===== src/rtl/mmul_pkg.sv =====
// Shared constants, FSM state type and matrix element helper for the mmul arbiter.
package mmul_pkg;
  localparam int DIM    = 3;
  localparam int ELEM_W = 8;
  localparam int MAT_W  = DIM * DIM * ELEM_W;

  typedef enum logic [1:0] {
    ST_IDLE,
    ST_RUN,
    ST_RELEASE
  } arb_state_t;

  // LSB position of element (i,j) inside a packed matrix.
  function automatic int elem_lsb(input int i, input int j);
    return (i * DIM + j) * ELEM_W;
  endfunction
endpackage


===== src/rtl/rr_pick.sv =====
// Combinational round-robin selector: first requester at or after ptr, with wrap.
// Zero latency; also produces the pointer value that follows the winner.
module rr_pick #(
  parameter int N  = 4,
  parameter int IW = 2
) (
  input  logic [N-1:0]  req,
  input  logic [IW-1:0] ptr,
  output logic          valid,
  output logic [N-1:0]  sel,
  output logic [IW-1:0] idx,
  output logic [IW-1:0] nxt
);
  always_comb begin
    valid = 1'b0;
    idx   = '0;
    // Walk offsets from farthest to nearest so the nearest requester wins.
    for (int off = N - 1; off >= 0; off--) begin
      if (req[(int'(ptr) + off) % N]) begin
        valid = 1'b1;
        idx   = IW'((int'(ptr) + off) % N);
      end
    end
    sel = '0;
    if (valid) sel[idx] = 1'b1;
    nxt = (idx == IW'(N - 1)) ? '0 : idx + IW'(1);
  end
endmodule


===== src/rtl/mmul_arbiter.sv =====
// Round-robin share of one mmul unit: grant 1 cycle after req, response 1 cycle after done.
// No queueing; req is sampled only in IDLE, watchdog aborts a RUN lasting TIMEOUT cycles.
module mmul_arbiter
  import mmul_pkg::*;
#(
  parameter int N_REQ   = 4,
  parameter int TIMEOUT = 64
) (
  input  logic                       clk,
  input  logic                       reset,
  input  logic [N_REQ-1:0]           req,
  input  logic [N_REQ*MAT_W-1:0]     req_mat_a,
  input  logic [N_REQ*MAT_W-1:0]     req_mat_b,
  output logic [N_REQ-1:0]           grant,
  output logic                       rsp_valid,
  output logic [$clog2(N_REQ)-1:0]   rsp_id,
  output logic [MAT_W-1:0]           rsp_data,
  output logic                       rsp_err,
  output logic                       busy,
  output logic                       mmul_enable,
  output logic [MAT_W-1:0]           mmul_mat_a,
  output logic [MAT_W-1:0]           mmul_mat_b,
  input  logic                       mmul_done,
  input  logic [MAT_W-1:0]           mmul_result
);
  localparam int IW  = $clog2(N_REQ);
  localparam int WDW = $clog2(TIMEOUT);

  arb_state_t     state, state_nxt;
  logic [IW-1:0]  ptr;
  logic [WDW-1:0] wdog;

  logic             pick_valid;
  logic [N_REQ-1:0] pick_sel;
  logic [IW-1:0]    pick_idx;
  logic [IW-1:0]    pick_nxt;
  logic             do_grant, do_done, do_abort;

  rr_pick #(.N(N_REQ), .IW(IW)) u_pick (
    .req   (req),
    .ptr   (ptr),
    .valid (pick_valid),
    .sel   (pick_sel),
    .idx   (pick_idx),
    .nxt   (pick_nxt)
  );

  assign busy = (state == ST_RUN) || (state == ST_RELEASE);

  always_ff @(posedge clk) begin
    if (reset) state <= ST_IDLE;
    else       state <= state_nxt;
  end

  always_comb begin
    state_nxt = state;
    do_grant  = 1'b0;
    do_done   = 1'b0;
    do_abort  = 1'b0;
    case (state)
      ST_IDLE: begin
        if (pick_valid) begin
          do_grant  = 1'b1;
          state_nxt = ST_RUN;
        end
      end
      ST_RUN: begin
        // done takes priority over the watchdog limit on the same edge
        if (mmul_done) begin
          do_done   = 1'b1;
          state_nxt = ST_RELEASE;
        end else if (wdog == WDW'(TIMEOUT - 1)) begin
          do_abort  = 1'b1;
          state_nxt = ST_RELEASE;
        end
      end
      ST_RELEASE: begin
        if (!mmul_done) state_nxt = ST_IDLE;
      end
      default: state_nxt = ST_IDLE;
    endcase
  end

  always_ff @(posedge clk) begin
    if (reset) begin
      grant       <= '0;
      rsp_valid   <= 1'b0;
      rsp_id      <= '0;
      rsp_data    <= '0;
      rsp_err     <= 1'b0;
      mmul_enable <= 1'b0;
      mmul_mat_a  <= '0;
      mmul_mat_b  <= '0;
      ptr         <= '0;
      wdog        <= '0;
    end else begin
      grant     <= do_grant ? pick_sel : '0;
      rsp_valid <= do_done | do_abort;
      if (do_grant) begin
        mmul_mat_a  <= req_mat_a[pick_idx * MAT_W +: MAT_W];
        mmul_mat_b  <= req_mat_b[pick_idx * MAT_W +: MAT_W];
        rsp_id      <= pick_idx;
        ptr         <= pick_nxt;
        wdog        <= '0;
        mmul_enable <= 1'b1;
      end
      if (state == ST_RUN && !do_done && !do_abort) wdog <= wdog + WDW'(1);
      if (do_done) begin
        rsp_data    <= mmul_result;
        rsp_err     <= 1'b0;
        mmul_enable <= 1'b0;
      end
      if (do_abort) begin
        rsp_data    <= '0;
        rsp_err     <= 1'b1;
        mmul_enable <= 1'b0;
      end
    end
  end
endmodule


===== config.mk =====
export PLATFORM = sky130hd
export DESIGN_NAME = mmul_arbiter
export DESIGN_NICKNAME = d
export VERILOG_FILES = /design/src/rtl/mmul_pkg.sv /design/src/rtl/rr_pick.sv /design/src/rtl/mmul_arbiter.sv
export SDC_FILE = /design/constraint.sdc
export NUM_CORES = 1
export LEC_CHECK = 0
export CORE_AREA = 3 3 342 344
export CTS_BUF_LIST = sky130_fd_sc_hd__clkbuf_16
export DETAILED_ROUTE_END_ITERATION = 10
export DIE_AREA = 0 0 345 347
export GPL_TIMING_DRIVEN = 0
export PLACE_DENSITY_LB_ADDON = 0.3
export SLEW_MARGIN = 20
export SYNTH_ARGS = -nofsm -noshare
export SYNTH_HDL_FRONTEND = slang
export SYNTH_SLANG_ARGS = --single-unit

===== constraint.sdc =====
create_clock -name clk -period 5.2 [get_ports clk]
set_input_delay 1.04 -clock clk [delete_from_list [all_inputs] [get_ports clk]]
set_output_delay 1.04 -clock clk [all_outputs]
set_load 0.005 [all_outputs]

# After elaboration in Yosys (flattened, before gate mapping)
# Index checks and enable logic that the tools add are counted.
[totals] word_cells=92 register_bits=235 input_bits=655 out_inout_bits=226
[op_classes] bitwise=6 mux=38 n_addsub=5 order_cmp=6 n_mul=1 n_reduce_logical=16 n_shift=2 eq_ne=7
[ops] operator="indexed part select 288 x 10 -> 72 bit" n=2
[ops] operator="two-way mux 1 bit" n=21
[ops] operator="two-way mux 2 bit" n=9
[ops] operator="less-than comparator 3 x 4 -> 1 bit, second input constant" n=3
[ops] operator="two-way mux 6 bit" n=2
[ops] operator="binary-select mux 1 bit (select 2 bit)" n=4
[ops] operator="OR reduction 2 bit" n=4
[ops] operator="adder 6 x 1 -> 6 bit, second input constant" n=1
[ops] operator="== test 6 bit, second input constant" n=1
[ops] operator="less-than comparator 2 x 3 -> 1 bit, second input constant" n=2
[ops] operator="multiplier 2 x 4 -> 6 bit, second input constant" n=1
[ops] operator="case mux 2 bit (3 select lines)" n=1
[ops] operator="OR reduction 3 bit" n=2
[ops] operator="adder 2 x 1 -> 2 bit, second input constant" n=2
[ops] operator="adder 2 bit, second input constant" n=2
[ops] operator="== test 2 bit, second input constant" n=2
[ops] operator="inequality test 2 bit, second input constant" n=2
[ops] operator="nonzero test 2 bit" n=2
[ops] operator="AND 1 bit, first input constant" n=3
[ops] operator="logical AND 1 bit" n=3
[ops] operator="inequality test 3 x 2 -> 1 bit, second input constant" n=1
[ops] operator="AND reduction 3 bit" n=1
[ops] operator="demux 1 bit (select 2 bit)" n=1
[ops] operator="== test 2 x 1 -> 1 bit, second input constant" n=1
[ops] operator="6 further kinds" n=8

# Logic depth before layout (Yosys ltp)
[logic_depth] word_depth=14 mapped_depth=10 depth_no_buf=7

# By module
# Synthesis repeated with hierarchy kept, for this count alone.
[unflattened] hier_cells=1078 hier_area_um2=11463.5
[modules_own_cells] mod="mmul_arbiter" instances=1 cells_each=1055 area_each_um2=11287.1
[modules_own_cells] mod="rr_pick" instances=1 cells_each=23 area_each_um2=176.4

# Least setup slack after synthesis
# Ideal clock, no wire load.
[synth_timing] path_type="in2reg" startpoint="in req[0]" endpoint="reg mmul_mat_a[32]" path_buffers=3 required_time_ns=5.070 path_stages=9 setup_slack_ns=2.415 setup_ns=0.130 arrival_ns=2.654 path_cell_list="nor2b_1 a2111oi_4 or2_1 buf_2 inv_2 buf_4 clkbuf_1 a211oi_1 o31ai_1"
[synth_via] elab_chain_cells=9 elab_cells_between_ends=23 cone_classes="mul: 1; shift: 1; mux: 21"
[synth_rtl] item="start, declared" line_no="mmul_arbiter.sv:11" text="input logic [N_REQ-1:0] req,"
[synth_rtl] item="binary-select mux 1 bit (select 2 bit)" line_no="rr_pick.sv:19" text="if (req[(int'(ptr) + off) % N]) begin"
[synth_rtl] item="two-way mux 1 bit (implied by the code) (2 in a row)" line_no="rr_pick.sv:19"
[synth_rtl] item="two-way mux 2 bit / two-way mux 1 bit (equally long branches) (4 in a row)" line_no="rr_pick.sv:19"
[synth_rtl] item="multiplier 2 x 4 -> 6 bit / two-way mux 1 bit (equally long branches)" line_no="mmul_arbiter.sv:100, mmul_arbiter.sv:62"
[synth_rtl] item="indexed part select 288 x 10 -> 72 bit / two-way mux 1 bit (equally long branches)" line_no="mmul_arbiter.sv:100, mmul_arbiter.sv:60"
[synth_rtl] item="end signal, assigned" line_no="mmul_arbiter.sv:100" text="mmul_mat_a <= req_mat_a[pick_idx * MAT_W +: MAT_W];"
[synth_rtl] item="end, declared" line_no="mmul_arbiter.sv:21" text="output logic [MAT_W-1:0] mmul_mat_a,"
# Several ways; a longest one is shown, not always the timed one. The select of a mux whose other input is x is not followed.
# A chain may end at the register's enable or synchronous reset.

# Final worst setup path
[layout_timing] startpoint="in req[1]" endpoint="reg mmul_mat_b[8]"
[layout_via] elab_chain_cells=9 elab_cells_between_ends=23 cone_classes="mul: 1; shift: 1; mux: 21"
[layout_rtl] item="binary-select mux 1 bit (select 2 bit)" line_no="rr_pick.sv:19"
[layout_rtl] item="two-way mux 1 bit (implied by the code) (2 in a row)" line_no="rr_pick.sv:19"
[layout_rtl] item="two-way mux 2 bit / two-way mux 1 bit (equally long branches) (4 in a row)" line_no="rr_pick.sv:19"
[layout_rtl] item="multiplier 2 x 4 -> 6 bit / two-way mux 1 bit (equally long branches)" line_no="mmul_arbiter.sv:101, mmul_arbiter.sv:62"
[layout_rtl] item="indexed part select 288 x 10 -> 72 bit / two-way mux 1 bit (equally long branches)" line_no="mmul_arbiter.sv:101, mmul_arbiter.sv:60"
[layout_rtl] item="end signal, assigned" line_no="mmul_arbiter.sv:101" text="mmul_mat_b <= req_mat_b[pick_idx * MAT_W +: MAT_W];"
[layout_rtl] item="end, declared" line_no="mmul_arbiter.sv:22" text="output logic [MAT_W-1:0] mmul_mat_b,"
# Several ways; a longest one is shown, not always the timed one. The select of a mux whose other input is x is not followed.

==> impl_metrics.json <==
{
  "fillers": 12700,
  "max_slew.worst_pin.slew_ns": 1.16,
  "dr.first_iter.drc_count": 1005,
  "cellPowerDensity_nw_per_um2": 394,
  "syn2layout_area_growth_pct": 93.1,
  "nets": 3175,
  "initial_utilization_pct": 11.3,
  "avgSynthCellArea_um2": 8.09,
  "leakage_nw": 8.08,
  "coreArea_um2": 114000,
  "gr-total-overflow": 0,
  "synth-seq-cells": 235,
  "setup_viol": 0,
  "fin_crit_ns": 4.49,
  "worstSetupEndpointType": "flop",
  "critPathLaunchType": "primary input",
  "netlist_area_um2": 12900,
  "path_max_fanout": 10,
  "fp-row-count": 124,
  "grt_pass1_wl_mm": 145,
  "die_height_um": 347,
  "clk_latency_ns": 0.58,
  "place_area_um2": 23700,
  "place_hpwl_mm": 88.6,
  "cts_buffers": 35,
  "routedWlPerCell_um": 26.4,
  "drc": 0,
  "htree_levels": 2,
  "cts_root_buf": "clkbuf_16",
  "status": "finished clean",
  "vias": 16800,
  "ys_warn_count": 0,
  "syn_inst": 1589,
  "skew_ns": 0.0193,
  "cap_violations": 0,
  "post_cts_buffers": 0,
  "cts_tree": "yes",
  "clock-sinks": 235,
  "drt_first_pass_iters": 4,
  "final-max-slew-violation-count": 0,
  "mappedNetlistNets": 2253,
  "final_core_util_pct": 21.8,
  "pre_cts_slack_ns": -0.172,
  "slew_headroom_pct": 22.4,
  "hold_buffers": 0,
  "ant_nets": 0,
  "fin_cells": 4062,
  "rsz0062_at_grt": "no",
  "grt_pass1_vias": 17000,
  "grt_usage_pct": 17.1,
  "worstPathArrival_ns": 4.92,
  "crit_required_ns": 5.64,
  "final.setup.tns_ns": 0,
  "layout_setup_ws_ns": 0.715,
  "drive_gt1_share_pct": 3.91,
  "clockBufferDepth": 3,
  "dp.cells": 3986,
  "ioPinCount": 881,
  "power_mw": 9.78,
  "min_path_type": "flop to flop",
  "portBuffers": 879,
  "period_share_pct": 86.3,
  "yosysSeqAreaShare_pct": 36.6,
  "crit_type": "primary input to flop",
  "grt_max_degree": 12,
  "finalInstanceArea_um2": 24800,
  "viasPerCell": 4.13,
  "antenna_found_initial": 35,
  "synth_cell_types": 35,
  "ir_worst_vdd_v": 0.000178,
  "path_clk_slew_ns": 0.06,
  "dieArea_um2": 120000,
  "timing.fmax_ghz": 0.223,
  "gp_congestion": 0.920,
  "wl_mm": 107,
  "ctsResizeCount": 0,
  "holdWs_ns": 0.448,
  "die_x_um": 345,
  "hold_violations": 0
}
routing by layer:
| layer | wire (um) | up-vias | track usage, % |
|---|---|---|---|
| li1 | - | 7786 | - |
| met1 | 45300 | 8140 | 21.1 |
| met2 | 51000 | 715 | 28.8 |
| met3 | 8270 | 141 | 5.28 |
| met4 | 2720 | 12 | 4.52 |
| met5 | 74 | - | 0 |
kinds of logic after synthesis:
group / Yosys count / share of synthesized area (%)
flops: 235 / 36.6
mux: 3 / 0.234
fa+ha+maj: 9 / 0.876
buf+inv: 189 / 5.79
simple gates: 483 / 18.8
compound gates: 670 / 37.7
critical path: stages:
cell and delay [ns]:
clkdlybuf4s50_1 0.53, inv_1 0.10, and3_1 0.17, o32ai_1 0.76
inv_1 0.28, clkbuf_2 0.46, clkbuf_1 0.51, a211oi_1 0.95
o31ai_1 0.11
final cells by class:
| class | count | area (um2) | area share [%] |
|---|---|---|---|
| Timing Repair Buffer | 885 | 8900 | 35.8 |
| Multi-Input combinational cell | 1165 | 7440 | 29.9 |
| Sequential cell | 235 | 4700 | 18.9 |
| Tap cell | 1512 | 1890 | 7.62 |
| Clock buffer | 35 | 876 | 3.53 |
| Buffer | 184 | 744 | 3.00 |
| Clock inverter | 26 | 229 | 0.922 |
| Antenna cell | 15 | 37.5 | 0.151 |
| Inverter | 5 | 18.8 | 0.0756 |
power by group:
part	switching, mW	total, mW	leakage (nW)	internal [mW]
registers	0.288	2.54	1.93	2.26
logic	2.77	4.83	5.59	2.06
clock network	1.03	2.40	0.562	1.38
total	4.09	9.78	8.08	5.69
Yosys cell counts:
cell       count  area (um2)
nand2_1      299        1120
a211oi_1     291        2180
dfxtp_1      235        4700
clkbuf_1     145         544
nor3b_1      145        1090
o21a_1       144        1080
o31ai_1      144        1080
a21oi_1       81         405
buf_2         25         125
nor2_1        14        52.6
buf_1         13        48.8
ha_1           9         113
and2_1         6        37.5
nor2b_1        5        31.3
inv_1          4        15.0
mux2i_1        3        30.0
nand2b_1       3        18.8
o21ai_0        3        15.0
and3_1         2        12.5
nand3_1        2        10.0
nand3b_1       2        15.0
a2111oi_4      1        27.5
a21o_1         1        7.51
a221o_1        1        10.0
a311oi_1       1        8.76
a31oi_1        1        6.26
a41oi_1        1        8.76
and4_1         1        8.76
buf_4          1        7.51
inv_2          1        3.75
nor3_1         1        5.00
nor4_1         1        6.26
nor4b_1        1        8.76
o32ai_1        1        8.76
or2_1          1        6.26
path summary, 6_finish.rpt:
path / startpoint / to / slack (ns) / cells after the start
worst min-delay path: mmul_mat_a[57]$_SDFFE_PP0P_ / mmul_mat_a[57]$_SDFFE_PP0P_ / 0.45 / 2
worst max register to register: ptr[1]$_SDFFE_PP0P_ / mmul_mat_b[8]$_SDFFE_PP0P_ / 1.28 / 8
worst max-delay path: req[1] / mmul_mat_b[8]$_SDFFE_PP0P_ / 0.71 / 9
worst min register to register: mmul_mat_a[57]$_SDFFE_PP0P_ / mmul_mat_a[57]$_SDFFE_PP0P_ / 0.45 / 2
registers in the layout (all words and copies together), names as in the netlist, 2 cells and up:
register    count
rsp_data       72
mmul_mat_b     72
wdog            6
state           2
rsp_id          2
grant           4
ptr             2
mmul_mat_a     72
cell usage in the layout (no fill, tap or decap), types with 3 or more instances in the layout:
master,count
clkinv_2,4
clkbuf_2,13
buf_2,27
mux2i_1,3
clkdlybuf4s50_1,879
ha_1,9
diode_2,15
buf_1,11
o21ai_0,3
dfxtp_1,235
clkbuf_1,132
clkbuf_16,35
a21oi_1,81
clkinv_1,8
a211oi_1,288
nor2b_1,5
nor2_1,13
and2_1,6
nand2_1,299
nor3b_1,145
o31ai_1,144
bufinv_16,3
inv_1,11
nand2b_1,3
o21a_1,144
Power figures use the tool's default switching activity.
==> RTL change 1, RTL diff (same flow settings) <==
Set the parameter `TIMEOUT` to 32 (it was 64).
--- a/src/rtl/mmul_arbiter.sv
+++ b/src/rtl/mmul_arbiter.sv
@@ -4,7 +4,7 @@
   import mmul_pkg::*;
 #(
   parameter int N_REQ   = 4,
-  parameter int TIMEOUT = 64
+  parameter int TIMEOUT = 32
 ) (
   input  logic                       clk,
   input  logic                       reset,
Function: not settled (the Yosys comparison gave no result); the edit may change what the design does.
==> RTL change 1 against the original RTL <==
- count of clock-buffer cells in the layout unchanged
- setup slack got worse by 0.042 ns
- area after synthesis increased by 1.6%
- first-iteration DRC count increased by 0.40%
- sequential cell count decreased by 1
- fmax decreased by 0.94%
- cell area increased by 0.33%
- wire length decreased by 5.3%
- combinational power increased by 1%
- total power decreased by 0.20%
- critical path type unchanged
==> RTL change 1: results <==
{
  "synth_top_cells_by_count": "299 x sky130_fd_sc_hd__nand2_1, 276 x sky130_fd_sc_hd__a211oi_1, 234 x sky130_fd_sc_hd__dfxtp_1, 145 x sky130_fd_sc_hd__nor3b_1, 144 x sky130_fd_sc_hd__o21a_1",
  "detailed_router_s_first_iteration_violation_count": 1009,
  "grt_first_pass_wirelength_um": 136000,
  "synthTopCellsByArea": "sky130_fd_sc_hd__dfxtp_1 36%, sky130_fd_sc_hd__a211oi_1 16%, sky130_fd_sc_hd__nand2_1 8.6%",
  "synth-seq-area-share_pct": 35.9,
  "r2r_start": "ptr[0]$_SDFFE_PP0P_",
  "post_synth_num_cell_types": 38,
  "drtPass1Iterations": 5,
  "route.final.wire_length_um": 102000,
  "number_of_global_route_vias_before_repair": 16752,
  "post_dp_cell_area_um2": 23800,
  "cp_data_arrival_time_ns": 4.93,
  "design.final.nets": 3167,
  "run_status": "completed",
  "regToRegEndpoint": "mmul_mat_b[14]$_SDFFE_PP0P_",
  "finalWeightedCongestion": 0.905,
  "whs_endpoint": "mmul_mat_b[18]$_SDFFE_PP0P_",
  "timing.critical_path.slowest_cell_delay_ns": 1.04,
  "maximum_vdd_drop_v": 0.000167,
  "grt_util_all_layers_pct": 16.0,
  "fill_cells": 12784,
  "antenna_found_initial": 20,
  "post-dp-hpwl_um": 83100,
  "routed_via_density": 4.09,
  "cellLeakagePower_nw": 8.18,
  "ff2ff_setup_slack_ns": 1.41,
  "drive_gt1_share_pct": 6.14,
  "finalClockSkew_ns": 0.0246
}
## RTL change 1: layout make-up
type | instances | share of cell area [%]
multi-input combinational | 1160 | 30.2
buffer | 186 | 3.41
inverter | 4 | 0.0703
antenna | 14 | 0.141
clock buffer | 35 | 3.51
tap | 1512 | 7.59
timing repair buffer | 881 | 35.4
clock inverter | 25 | 0.783
sequential | 234 | 18.8
## RTL change 1: through the flow
step                      hold WS [ns]  std cells  power (mW)  utilization [%]  setup slack (ns)
after floorplan                  0.449       1584        4.56                -              2.60
after global placement           0.434       3975        7.48             20.8           -0.0500
after detailed placement         0.438       3977        7.50             20.9             0.203
after CTS                        0.451       4037        9.92             21.8             0.825
after global routing             0.467       4045        10.3             21.8             0.669
final                            0.446       4051        9.76             21.8             0.672
## RTL change 1: cells by family (layout without fill, tap and decap cells)
family / count (synthesis) / in the layout / synth area share [%]
buffers and inverters: 190 / 1131 / 6.60
muxes: 2 / 2 / 0.153
adders and majority gates: 10 / 10 / 0.958
other: 0 / 14 / 0
and+or+nand+nor: 483 / 483 / 18.7
AOI/OAI and AO/OA: 665 / 665 / 37.8
DFF: 234 / 234 / 35.9
## RTL change 1: tightest hold or removal path, stage by stage, from the launching register on
cell and delay (ns):
sky130_fd_sc_hd__dfxtp_1 0.32, sky130_fd_sc_hd__nand2_1 0.05, sky130_fd_sc_hd__o31ai_1 0.05
## RTL change 1: layer usage
layer  track usage [%]  part of all wire [%]  vias up  wire length, µm
met2              27.3                    48      696            48900
met4              3.67                   1.9        0             1910
met5                 0                     0        -                0
li1                  -                     -     7763                -
met3              3.90                   6.6      101             6680
met1              20.4                    43     7996            44100
## RTL change 1: report_power, final
part | total [mW] | internal [mW] | switching, mW
combinational | 4.89 | 2.11 | 2.78
sequential | 2.53 | 2.25 | 0.284
clock | 2.34 | 1.33 | 1.01
total | 9.76 | 5.68 | 4.08
## RTL change 1: how the worst max path moves through the flow
stage                start  slack [ns]                     endpoint
floorplan           req[2]        2.60   mmul_mat_a[2]$_SDFFE_PP0P_
global placement    req[2]       -0.05  mmul_mat_b[13]$_SDFFE_PP0P_
detailed placement  req[1]        0.20  mmul_mat_b[19]$_SDFFE_PP0P_
CTS                 req[1]        0.82  mmul_mat_b[19]$_SDFFE_PP0P_
global route        req[2]        0.67  mmul_mat_b[19]$_SDFFE_PP0P_
finish              req[1]        0.67  mmul_mat_b[14]$_SDFFE_PP0P_
==> RTL change 2, RTL diff (same settings) <==
Without the edit above. Put one more register stage on the output `rsp_err`, cleared by the reset. The value now appears one clock later. The other outputs are not delayed to match.
--- a/src/rtl/mmul_arbiter.sv
+++ b/src/rtl/mmul_arbiter.sv
@@ -25,6 +25,8 @@
 );
   localparam int IW  = $clog2(N_REQ);
   localparam int WDW = $clog2(TIMEOUT);
+
+  logic rsp_err_s0;
 
   arb_state_t     state, state_nxt;
   logic [IW-1:0]  ptr;
@@ -87,7 +89,7 @@
       rsp_valid   <= 1'b0;
       rsp_id      <= '0;
       rsp_data    <= '0;
-      rsp_err     <= 1'b0;
+      rsp_err_s0  <= 1'b0;
       mmul_enable <= 1'b0;
       mmul_mat_a  <= '0;
       mmul_mat_b  <= '0;
@@ -107,15 +109,23 @@
       if (state == ST_RUN && !do_done && !do_abort) wdog <= wdog + WDW'(1);
       if (do_done) begin
         rsp_data    <= mmul_result;
-        rsp_err     <= 1'b0;
+        rsp_err_s0  <= 1'b0;
         mmul_enable <= 1'b0;
       end
       if (do_abort) begin
         rsp_data    <= '0;
-        rsp_err     <= 1'b1;
+        rsp_err_s0  <= 1'b1;
         mmul_enable <= 1'b0;
       end
     end
   end
+  always_ff @(posedge clk) begin
+    if (reset) begin
+      rsp_err <= '0;
+    end else begin
+      rsp_err <= rsp_err_s0;
+    end
+  end
+
 endmodule
 
Function: not settled (the Yosys comparison gave no result); the edit may change what the design does.
==> RTL change 2 against the original RTL <==
- total power rose by 1.4%
- fmax grew 9.8%
- non-clock buffer count shrank 5
- wire length down 1.8%
- area after synthesis increased by 1.1%
- cell area rose by 0.30%
- largest power group unchanged
- sequential cell count increased by 1
- synthesized cell count grew 0.19%
- sequential power rose by 2%
- highest routed layer unchanged
- cell count about the same
- hold slack is essentially flat
- combinational power about the same
- setup slack better by 0.40 ns
- first-iteration DRC count up 6.7%
==> RTL change 2: results <==
{
  "grt_first_pass_wirelength_um": 141000,
  "drive_gt1_share_pct": 4.73,
  "grt_util_all_layers_pct": 16.7,
  "drtPass1Iterations": 5,
  "synthTopCellsByArea": "sky130_fd_sc_hd__dfxtp_1 36%, sky130_fd_sc_hd__a211oi_1 17%, sky130_fd_sc_hd__nand2_1 8.6%",
  "design.final.nets": 3174,
  "detail_route.wirelength.met1_um": 42000,
  "critical-path-slowest-cell": "sky130_fd_sc_hd__clkbuf_1",
  "fill_cells": 12798,
  "antenna_found_initial": 29,
  "cts_buffers": 37,
  "post-dp-hpwl_um": 86400,
  "global_route.usage.met1_pct": 19.7,
  "route.final.wire_length_um": 105000,
  "maximum_vdd_drop_v": 0.000186,
  "run_status": "completed",
  "post_synth_num_cell_types": 39,
  "length_of_routed_met2_wiring_um": 50200,
  "netSwitchingFraction_pct": 41.3,
  "final-instance-count-excl-fill": 4063,
  "synth_top_cells_by_count": "298 x sky130_fd_sc_hd__nand2_1, 291 x sky130_fd_sc_hd__a211oi_1, 236 x sky130_fd_sc_hd__dfxtp_1, 145 x sky130_fd_sc_hd__nor3b_1",
  "postSynthAreaPerCell_um2": 8.17,
  "cellLeakagePower_nw": 8.11,
  "finalWeightedCongestion": 0.884,
  "number_of_global_route_vias_before_repair": 17187,
  "timing.critical_path.slowest_cell_delay_ns": 0.77,
  "finalClockSkew_ns": 0.0221,
  "syn_nets": 2256,
  "met3WireLength_um": 10400,
  "cp_max_fo": 11,
  "cts_htree_levels": 2,
  "grt.met3_usage_pct": 6.42
}
RTL change 2: changes by cell type after synthesis, moves of 3 or more:
cell	before	now
sky130_fd_sc_hd__buf_6	0	3
sky130_fd_sc_hd__buf_4	1	17
sky130_fd_sc_hd__clkbuf_1	145	113
sky130_fd_sc_hd__buf_2	25	39
RTL change 2: cells by family (layout without fill, tap and decap cells):
family	after synthesis	count (layout)	share of synthesized area, %
DFF	236	236	36.3
and+or+nand+nor	484	484	18.9
buffers and inverters	189	1132	6.52
muxes	3	3	0.231
other	0	16	0
adders and majority gates	9	9	0.866
AOI/OAI and AO/OA	671	671	37.2
RTL change 2: cell type report:
type                       count  area (µm²)  area share, %
clock buffer                  37         926           3.72
multi-input combinational   1167        7440           29.9
clock inverter                27         240          0.964
inverter                       4        17.5         0.0703
antenna                       16        40.0          0.161
sequential                   236        4720           19.0
timing repair buffer         879        8800           35.3
tap                         1512        1890           7.59
buffer                       185         832           3.34
RTL change 2: power groups by stage:
stage	logic [mW]	clock network [mW]	registers [mW]
finish	4.82	2.52	2.58
global route	5.18	2.69	2.63
global placement	4.90	0	2.59
detailed placement	4.90	0	2.60
floorplan	1.97	0	2.55
CTS	4.92	2.64	2.57
RTL change 2: path summary, 6_finish.rpt:
path	from	end	slack [ns]
min	mmul_mat_b[55]$_SDFFE_PP0P_	mmul_mat_b[55]$_SDFFE_PP0P_	0.45
max	req[2]	mmul_mat_a[67]$_SDFFE_PP0P_	1.11
min reg2reg	mmul_mat_b[55]$_SDFFE_PP0P_	mmul_mat_b[55]$_SDFFE_PP0P_	0.45
max reg2reg	ptr[0]$_SDFFE_PP0P_	mmul_mat_a[67]$_SDFFE_PP0P_	1.80
